File: config.mk
export PLATFORM = sky130hd
export DESIGN_NAME = tick_bcd_counter_flat
export DESIGN_NICKNAME = d
export VERILOG_FILES = /design/src/rtl/tick_bcd_counter_if.sv /design/src/rtl/tick_bcd_counter.sv /design/src/flat_wrapper.sv
export SDC_FILE = /design/constraint.sdc
export NUM_CORES = 1
export LEC_CHECK = 0
export ABC_AREA = 1
export CORE_MARGIN = 3
export CORE_UTILIZATION = 57
export CTS_CLUSTER_SIZE = 40
export DETAILED_ROUTE_END_ITERATION = 8
export PLACE_DENSITY_LB_ADDON = 0.25
export SYNTH_ARGS = -nofsm -noshare
export SYNTH_HDL_FRONTEND = slang
export SYNTH_SLANG_ARGS = --single-unit
File: constraint.sdc
create_clock -name clk -period 2.21 [get_ports clk]
set_input_delay 0.442 -clock clk [delete_from_list [all_inputs] [get_ports clk]]
set_output_delay 0.442 -clock clk [all_outputs]
set_load 0.01 [all_outputs]
File: src/rtl/tick_bcd_counter_if.sv
// Bus between the upstream mode-select stage and the tick/BCD counter.
// The mode-select side drives period, enable and clear; the counter drives the rest.
interface tick_bcd_counter_if #(
  parameter int DIGITS = 4
);
  logic [26:0]         time_value;
  logic                allow_count;
  logic                clr;
  logic                tick;
  logic [4*DIGITS-1:0] bcd;
  logic                wrap;
  logic                running;

  modport master (
    output time_value, allow_count, clr,
    input  tick, bcd, wrap, running
  );

  modport slave (
    input  time_value, allow_count, clr,
    output tick, bcd, wrap, running
  );
endinterface

File: src/rtl/tick_bcd_counter.sv
// Programmable-period tick generator with a DIGITS-wide BCD event counter.
// A prescaler counts clk cycles in RUN, then emits a one-cycle tick and bumps the BCD value.
module tick_bcd_counter #(
  parameter int DIGITS = 4
) (
  input  logic            clk,
  input  logic            rst_n,
  tick_bcd_counter_if.slave bus
);

  typedef enum logic [1:0] {
    IDLE  = 2'd0,
    RUN   = 2'd1,
    PAUSE = 2'd2
  } state_t;

  state_t              r_state;
  logic [26:0]         r_prescaler;
  logic [4*DIGITS-1:0] r_bcd;
  logic                r_tick;
  logic                r_wrap;

  logic [26:0]         w_lastCount;
  logic                w_periodDone;
  logic [4*DIGITS-1:0] w_bcdInc;
  logic                w_rollover;

  // A zero period behaves like a period of one so the counter still ticks every cycle.
  always_comb begin
    w_lastCount  = (bus.time_value == 27'd0) ? 27'd0 : (bus.time_value - 27'd1);
    w_periodDone = (r_prescaler >= w_lastCount);
  end

  always_comb begin
    logic carry;
    carry    = 1'b1;
    w_bcdInc = r_bcd;
    for (int d = 0; d < DIGITS; d++) begin
      if (carry) begin
        if (r_bcd[4*d +: 4] >= 4'd9) begin
          w_bcdInc[4*d +: 4] = 4'd0;
        end else begin
          w_bcdInc[4*d +: 4] = r_bcd[4*d +: 4] + 4'd1;
          carry              = 1'b0;
        end
      end
    end
    w_rollover = carry;
  end

  // Falling enable wins over a pending period end, leaving the prescaler parked at P-1.
  always_ff @(posedge clk or negedge rst_n) begin
    if (!rst_n) begin
      r_state     <= IDLE;
      r_prescaler <= 27'd0;
      r_bcd       <= '0;
      r_tick      <= 1'b0;
      r_wrap      <= 1'b0;
    end else begin
      r_tick <= 1'b0;
      r_wrap <= 1'b0;
      if (bus.clr) begin
        r_state     <= IDLE;
        r_prescaler <= 27'd0;
        r_bcd       <= '0;
      end else begin
        case (r_state)
          IDLE: begin
            r_prescaler <= 27'd0;
            r_bcd       <= '0;
            if (bus.allow_count) r_state <= RUN;
          end
          RUN: begin
            if (!bus.allow_count) begin
              r_state <= PAUSE;
            end else if (w_periodDone) begin
              r_prescaler <= 27'd0;
              r_tick      <= 1'b1;
              r_bcd       <= w_bcdInc;
              r_wrap      <= w_rollover;
            end else begin
              r_prescaler <= r_prescaler + 27'd1;
            end
          end
          PAUSE: begin
            if (bus.allow_count) r_state <= RUN;
          end
          default: r_state <= IDLE;
        endcase
      end
    end
  end

  assign bus.tick    = r_tick;
  assign bus.wrap    = r_wrap;
  assign bus.bcd     = r_bcd;
  assign bus.running = (r_state == RUN);

endmodule

File: src/flat_wrapper.sv
// flat-port wrapper written by rule: the top's interface ports become plain ports
module tick_bcd_counter_flat 
#(
  parameter int DIGITS = 4
)
  (clk, rst_n, bus_time_value, bus_allow_count, bus_clr, bus_tick, bus_bcd, bus_wrap, bus_running);
  tick_bcd_counter_if #(.DIGITS(DIGITS)) bus_i ();
  input  logic clk;
  input  logic rst_n;
  input wire logic [$bits(bus_i.time_value)-1:0] bus_time_value;
  input wire logic [$bits(bus_i.allow_count)-1:0] bus_allow_count;
  input wire logic [$bits(bus_i.clr)-1:0] bus_clr;
  output wire logic [$bits(bus_i.tick)-1:0] bus_tick;
  output wire logic [$bits(bus_i.bcd)-1:0] bus_bcd;
  output wire logic [$bits(bus_i.wrap)-1:0] bus_wrap;
  output wire logic [$bits(bus_i.running)-1:0] bus_running;
  assign bus_i.time_value = bus_time_value;
  assign bus_i.allow_count = bus_allow_count;
  assign bus_i.clr = bus_clr;
  assign bus_tick = bus_i.tick;
  assign bus_bcd = bus_i.bcd;
  assign bus_wrap = bus_i.wrap;
  assign bus_running = bus_i.running;
  tick_bcd_counter #(.DIGITS(DIGITS)) u_core (.clk(clk), .rst_n(rst_n), .bus(bus_i));
endmodule
# Word level (Yosys, flattened, before mapping)
# Cells that the tools add are included.
# op_classes
addsub	6
order_cmp	5
eq_ne	9
n_mux	35
reduce_logical	10
# op_table
cell	count
27-bit 2-to-1 mux	4
27-bit one-hot mux with 2 select lines	1
16-bit 2-to-1 mux	3
16-bit one-hot mux with 2 select lines	1
4-bit 2-to-1 mux	7
27-bit by 1-bit adder with 27-bit output (second input constant)	1
27-bit >= comparator	1
27-bit logical NOT	1
27-bit by 1-bit subtractor with 27-bit output (second input constant)	1
4-bit by 1-bit adder with 4-bit output (second input constant)	4
4-bit >= comparator (second input constant)	4
1-bit 2-to-1 mux	15
3-bit by 2-bit inequality test with 1-bit output (second input constant)	4
4-bit AND reduction	3
2-bit 2-to-1 mux	3
3-bit inequality test (second input constant)	2
2-bit one-hot mux with 2 select lines	1
2-bit AND reduction	2
3-bit by 1-bit inequality test with 1-bit output (second input constant)	1
3-bit AND reduction	1
3-bit nonzero test	1
2-bit by 1-bit == test with 1-bit output (second input constant)	1
2-bit == test (second input constant)	1
2-bit logical NOT	1
2-bit OR reduction	1
# word_totals
regBits	47
in_bits	31
out_inout_bits	19
wordCells	73

# Longest topological paths before layout
# depth
ltp_word	9
depth_mapped	23
depth_no_buf	22

# Worst setup path after synthesis
# No wires, ideal clock.
# synth_timing
path_kind	input to register
startpoint	in bus_time_value[0]
endpoint	reg u_core.r_prescaler[7]
setup_ns	0.069
arrival_ns	2.877
required_ns	2.141
path_slack_ns	-0.736
stages	21
n_path_buf	1
path_cell_list	inv_1 ha_1 nand3_1 nor2_4 nand3_2 nor2_2 inv_1 nor3_1 o21ai_0 ha_1 nand2_1 nor2_1 and2_1 nand3_1 nand2_1 nor2_2 nand3_4 nand2_4 inv_4 buf_8 nor2_2
# synth_between
elab_chain_len	7
word_cells_on_any_way	8
classes_between	1 x add/sub; 1 x order compare; 5 x mux; 1 x reduce/logical
# synth_rtl
element	line_no	text
start, declared	flat_wrapper.sv:10	input wire logic [$bits(bus_i.time_value)-1:0] bus_time_value;
27-bit by 1-bit subtractor with 27-bit output / 27-bit logical NOT (equally long branches)	tick_bcd_counter.sv:30	w_lastCount = (bus.time_value == 27'd0) ? 27'd0 : (bus.time_value - 27'd1);
27-bit 2-to-1 mux *	tick_bcd_counter.sv:30	
27-bit >= comparator *	tick_bcd_counter.sv:31	w_periodDone = (r_prescaler >= w_lastCount);
27-bit 2-to-1 mux *	tick_bcd_counter.sv:76	end else if (w_periodDone) begin
27-bit 2-to-1 mux *	tick_bcd_counter.sv:74	if (!bus.allow_count) begin
27-bit one-hot mux with 2 select lines *	tick_bcd_counter.sv:67	case (r_state)
27-bit 2-to-1 mux *	tick_bcd_counter.sv:62	if (bus.clr) begin
end signal, assigned	tick_bcd_counter.sv:82	r_prescaler <= r_prescaler + 27'd1;
end, declared	tick_bcd_counter.sv:18	logic [26:0] r_prescaler;
# Mark *: on every way between the ends. The rest lies on a longest branch, timed or not. The select of a mux whose other input is x is not followed.
# A chain may end at the register's enable or synchronous reset.

# Worst setup path in the final report
# layout_timing
startpoint	in bus_time_value[10]
endpoint	reg u_core.r_bcd[4], in the netlist u_core.bus.bcd[4]
# layout_between
elab_chain_len	5
word_cells_on_any_way	6
classes_between	1 x add/sub; 1 x order compare; 1 x eq/ne; 1 x mux; 2 x reduce/logical
# layout_rtl
element	line_no	text
27-bit by 1-bit subtractor with 27-bit output / 27-bit logical NOT (equally long branches)	tick_bcd_counter.sv:30	
27-bit 2-to-1 mux *	tick_bcd_counter.sv:30	
27-bit >= comparator *	tick_bcd_counter.sv:31	
3-bit by 2-bit inequality test with 1-bit output (no source line) *	--	
4-bit AND reduction (no source line) *	--	
end signal, assigned	tick_bcd_counter.sv:79	r_bcd <= w_bcdInc;
end, declared	tick_bcd_counter.sv:19	logic [4*DIGITS-1:0] r_bcd;
# Mark *: on every way between the ends. The rest lies on a longest branch, timed or not.

==> impl_summary.txt <==
----------------------------------------------------
[Critical path]
  Cell class contributing the biggest share of worst-path delay ... simple AND/OR/NAND/NOR gates
  Required time reported for the critical path endpoint ... roughly 2400 ps
  Max stage delay cell, worst path ... clkdlybuf4s15_1
  CP Launch Point ... bus_time_value[10]
  Worst flop-to-flop path startpoint ... u_core.r_prescaler[23]
  Most common cell type on the critical path ... nand2_2
  Logic depth of the worst path, buffers included ... 18
  Crit path capture type ... flop
  CP max stage delay ... 310 ps
  Largest driver fanout on the critical path ... 8
  FF-to-FF setup slack ... -20 ps
  Number of cells on the worst reg-to-reg path ... 11
  Critical path type ... in2reg
  Endpoint of the most critical register-to-register path ... u_core.bus.bcd[4]
  Cells along the critical path ... clkdlybuf4s15_1 -> nor2_2 -> nand2_1 -> nor2_2 -> nand3_2 -> xor2_1 -> or2_4 -> ha_4 -> nand2_2 -> nor3_4 -> nand2_2 -> nor2_2 -> nand2_2 -> nand3_4 -> buf_12 -> nand3_4 -> nand2_2 -> nand2_1
  Critical path buffer and inverter count ... 2
  Worst path arrival time ... 3300 ps
  Nature of the critical path startpoint ... input pin

[Floorplan]
  DIE WIDTH ... 91.9 um
  Number of cell rows ... 30
  Overall die area ... 8440 um^2
  IO Count ... 50
  Initial core utilization ... around three fifths
  Overall die height ... slightly above 90 um
  Area of the core ... 6980 um^2

[Power and ir drop]
  Switching power ... 0.632 mW
  Worst IR Drop VDD ... 0.494 mV
  Portion of total power attributed to sequential cells ... 40.1%
  Power density over the cells ... 351 nW/um^2
  Int Pwr ... 1.58 mW
  Clock share of power ... 34.7%
  Share of power burned in combinational logic ... between 20% and 30%
  Switching share of total power ... 28.6%
  Lkg Pwr ... 3.00 nW

[Logic synthesis]
  Mapped Avg Cell Area ... between 7 and 8 um^2
  Leading register cell type out of synthesis ... dfrtp_1
  Ranking of synthesized cells by area ... dfrtp_1 28%, nand2_1 13%, ha_1 12%, nor2_1 6.2%, inv_1 6.1%
  Largest area contributor in the synthesized netlist ... dfrtp_1
  Total standard cell area after synthesis ... about 4200 um^2
  Flop and latch count out of synthesis ... 47
  Async set-or-reset flop fraction in the synthesized netlist ... 100%
  Syn nets ... roughly 670
  Arithmetic-cell share of the synthesized area counting full adders, half adders and majority gates ... 12.2%
  Post-synth top area share ... 28.0%
  Synth warnings ... 0
  Parity-gate share of the synthesized area counting xor and xnor cells ... 7.08%
  Proportion of synthesized chip area in sequential cells ... 28.0%
  Mux share of post-synthesis cell area ... 0%
  Count of cell types in the netlist ... 42
  Post-synthesis compound-gate area fraction ... 6.22%
  EDFF count, synth ... 0
  Gate Count Post-Synth ... 593
  Dominant combinational cell family by area after synthesis ... simple AND/OR/NAND/NOR gates
  Area share of and/or/nand/nor cells after synthesis ... between 30 and 40%

[STA]
  Final clock skew ... 13.2 ps
  Aggregate negative setup slack ... -38270 ps
  Slew headroom ... about three fifths
  Minimum hold slack ... 213 ps
  Hold violation total from the final report ... 0
  Shortest period the worst path allows ... 3090 ps
  Period utilization ... 140%
  RSZ-0062 raised after global routing ... yes
  Number of pins exceeding their max-slew limit in the final report ... 0
  Setup violators final ... 45
  Peak clock frequency supported by timing ... 323 MHz
  Pin slew with the least headroom to its limit ... 615 ps
  Final setup slack of the worst path ... -884 ps

[Drt]
  Total Routed Length ... 14700 um
  Number of antenna-violating nets in the routed design ... 0
  DR vias/cell ... 5.80
  DR iter-0 viols ... 425
  Detailed-routing iteration count for the pre-antenna-repair pass ... 5
  Number of DRC violations after detailed routing ... 0
  Total via count in the routed design ... 4880
  Average detailed-routed wire length per instance ... 17.4 um

[Cells and area]
  Ratio of cells with drive above 1 in the final layout ... 34.9%
  Layout net count ... 816
  Area Growth Syn to Fin ... 49.6%
  Diodes inserted ... 0
  Layout Cells excl Fill ... roughly 840
  Final design utilization ... 90.1%

[Place]
  Placed Cells ... 798
  Pre-CTS worst setup slack ... -1600 ps
  Final GP Congestion ... 0.958
  Quantity of I/O buffers inserted on ports ... 49
  HPWL after detailed placement ... approximately 8500 um

[Run]
  Max-cap viol count ... 0

[Global route]
  Total global-route track usage ... 30.8%
  Via count of the first global-routing pass ... 4791
  Wire length of the first global-routing pass ... ~21000 um
  GRT overflow ... 0
  Number of antenna violations at the first check in global routing ... 0
  Maximum number of pins on one net before global-route repair ... 48

[Outcome]
  Outcome ... finished with violations
  Violated checks ... setup timing

[Clock tree]
  Clock tree from TritonCTS ... built
  Clock root buffer ... clkbuf_8
  Clock buffers created by TritonCTS ... 5
  Number of clock sinks ... 47
  Number of levels the H-tree was split into ... 2
  Clock Latency Late Sink ... 310 ps
  Bufs on Longest Clock Path ... 2
  Clock edge transition at the registers on the reported setup and hold paths ... 100 ps

[Min path]
  Worst min-delay path category ... in2async

----------------------------------------------------
## flip-flops by register name, summed over array words and instances, names as in the netlist
signal,count
u_core.bus.bcd,16
u_core.bus.wrap,1
u_core.r_prescaler,27
u_core.r_state,2
u_core.bus.tick,1
## cell families (layout without fill, tap and decap cells)
group	Yosys count	count (layout)
and+or+nand+nor	345	345
buffers and inverters	80	232
DFF	47	47
AOI/OAI and AO/OA	46	46
adders and majority gates	41	41
xor gates and xnor gates	34	34
## through the flow
step	area (um^2)	power (mW)
global route	6290	2.29
CTS	5980	2.12
detailed placement	5350	1.30
global placement	5350	1.29
finish	6290	2.21
floorplan	4260	1.09
## worst max-delay path by stage
stage / to / slack (ps)
2_1_floorplan: u_core.r_prescaler[7] / -660
3_3_place_gp: u_core.r_prescaler[11] / -1400
3_5_place_dp: u_core.r_prescaler[11] / -1600
4_1_cts: u_core.bus.bcd[2] / -570
5_1_grt: u_core.bus.bcd[8] / -1120
6_report: u_core.bus.bcd[4] / -880
## cell usage in the layout, fill, tap and decap left out, drive strengths merged, types with 2 or more instances in the layout
cell,count
nand2,147
buf,113
nor2,98
inv,73
dfrtp,47
nand3,46
ha,41
nand4,30
xor2,24
o21ai,23
clkdlybuf4s50,22
a21oi,13
nor3,13
xnor2,10
dlygate4sd2,9
clkbuf,8
or2,4
nor4,3
clkdlybuf4s15,3
o31ai,2
o21a,2
bufinv,2
## routing by layer
metal  global-route usage (%)  part of all wire [%]  wire length [um]
met4                     14.0                   5.5               809
met3                     3.61                   7.1              1040
met2                     54.9                    50              7380
met5                        0                     0                 0
met1                     37.0                    37              5440
## cells in the mapped netlist (2+ instances only)
cell type	number
nor3_1	9
xnor2_1	10
nor3_2	4
buf_8	2
dfrtp_1	47
a21oi_1	13
nand2_1	142
nand4_1	30
buf_4	2
o31ai_1	2
o21ai_2	2
ha_1	41
o21ai_0	21
inv_1	68
nor4_1	3
or2_2	3
nor2_1	69
nand3_2	3
xor2_1	24
nand2_2	4
nand3_1	42
inv_2	4
nor2_2	28
o21a_1	2
## power groups by stage
stage,Sequential (mW),Clock (mW),Combinational (mW)
detailed placement,0.900,0,0.403
CTS,0.884,0.760,0.479
floorplan,0.901,0,0.185
global route,0.888,0.807,0.599
finish,0.886,0.766,0.558
global placement,0.900,0,0.387
## area by class of cell
class | count | area (um^2)
repair buffers | 149 | 1360
clock buffers | 6 | 72.6
clock inverters | 2 | 60.1
repair inverters | 2 | 31.3
fillers | 318 | 689
multi-input cells | 466 | 3150
well taps | 96 | 120
flip-flops and latches | 47 | 1180
inverters | 73 | 322
## repair_timing
action	in CTS	in global routing
hold buffers	0	0
endpoints found under the setup margin	45	45
pin swaps	46	31
endpoints found under the hold margin	0	0
buffers inserted	22	11
resized for setup	160	67
gates cloned	2	2
No activity file was read; power rests on OpenSTA's default activity.
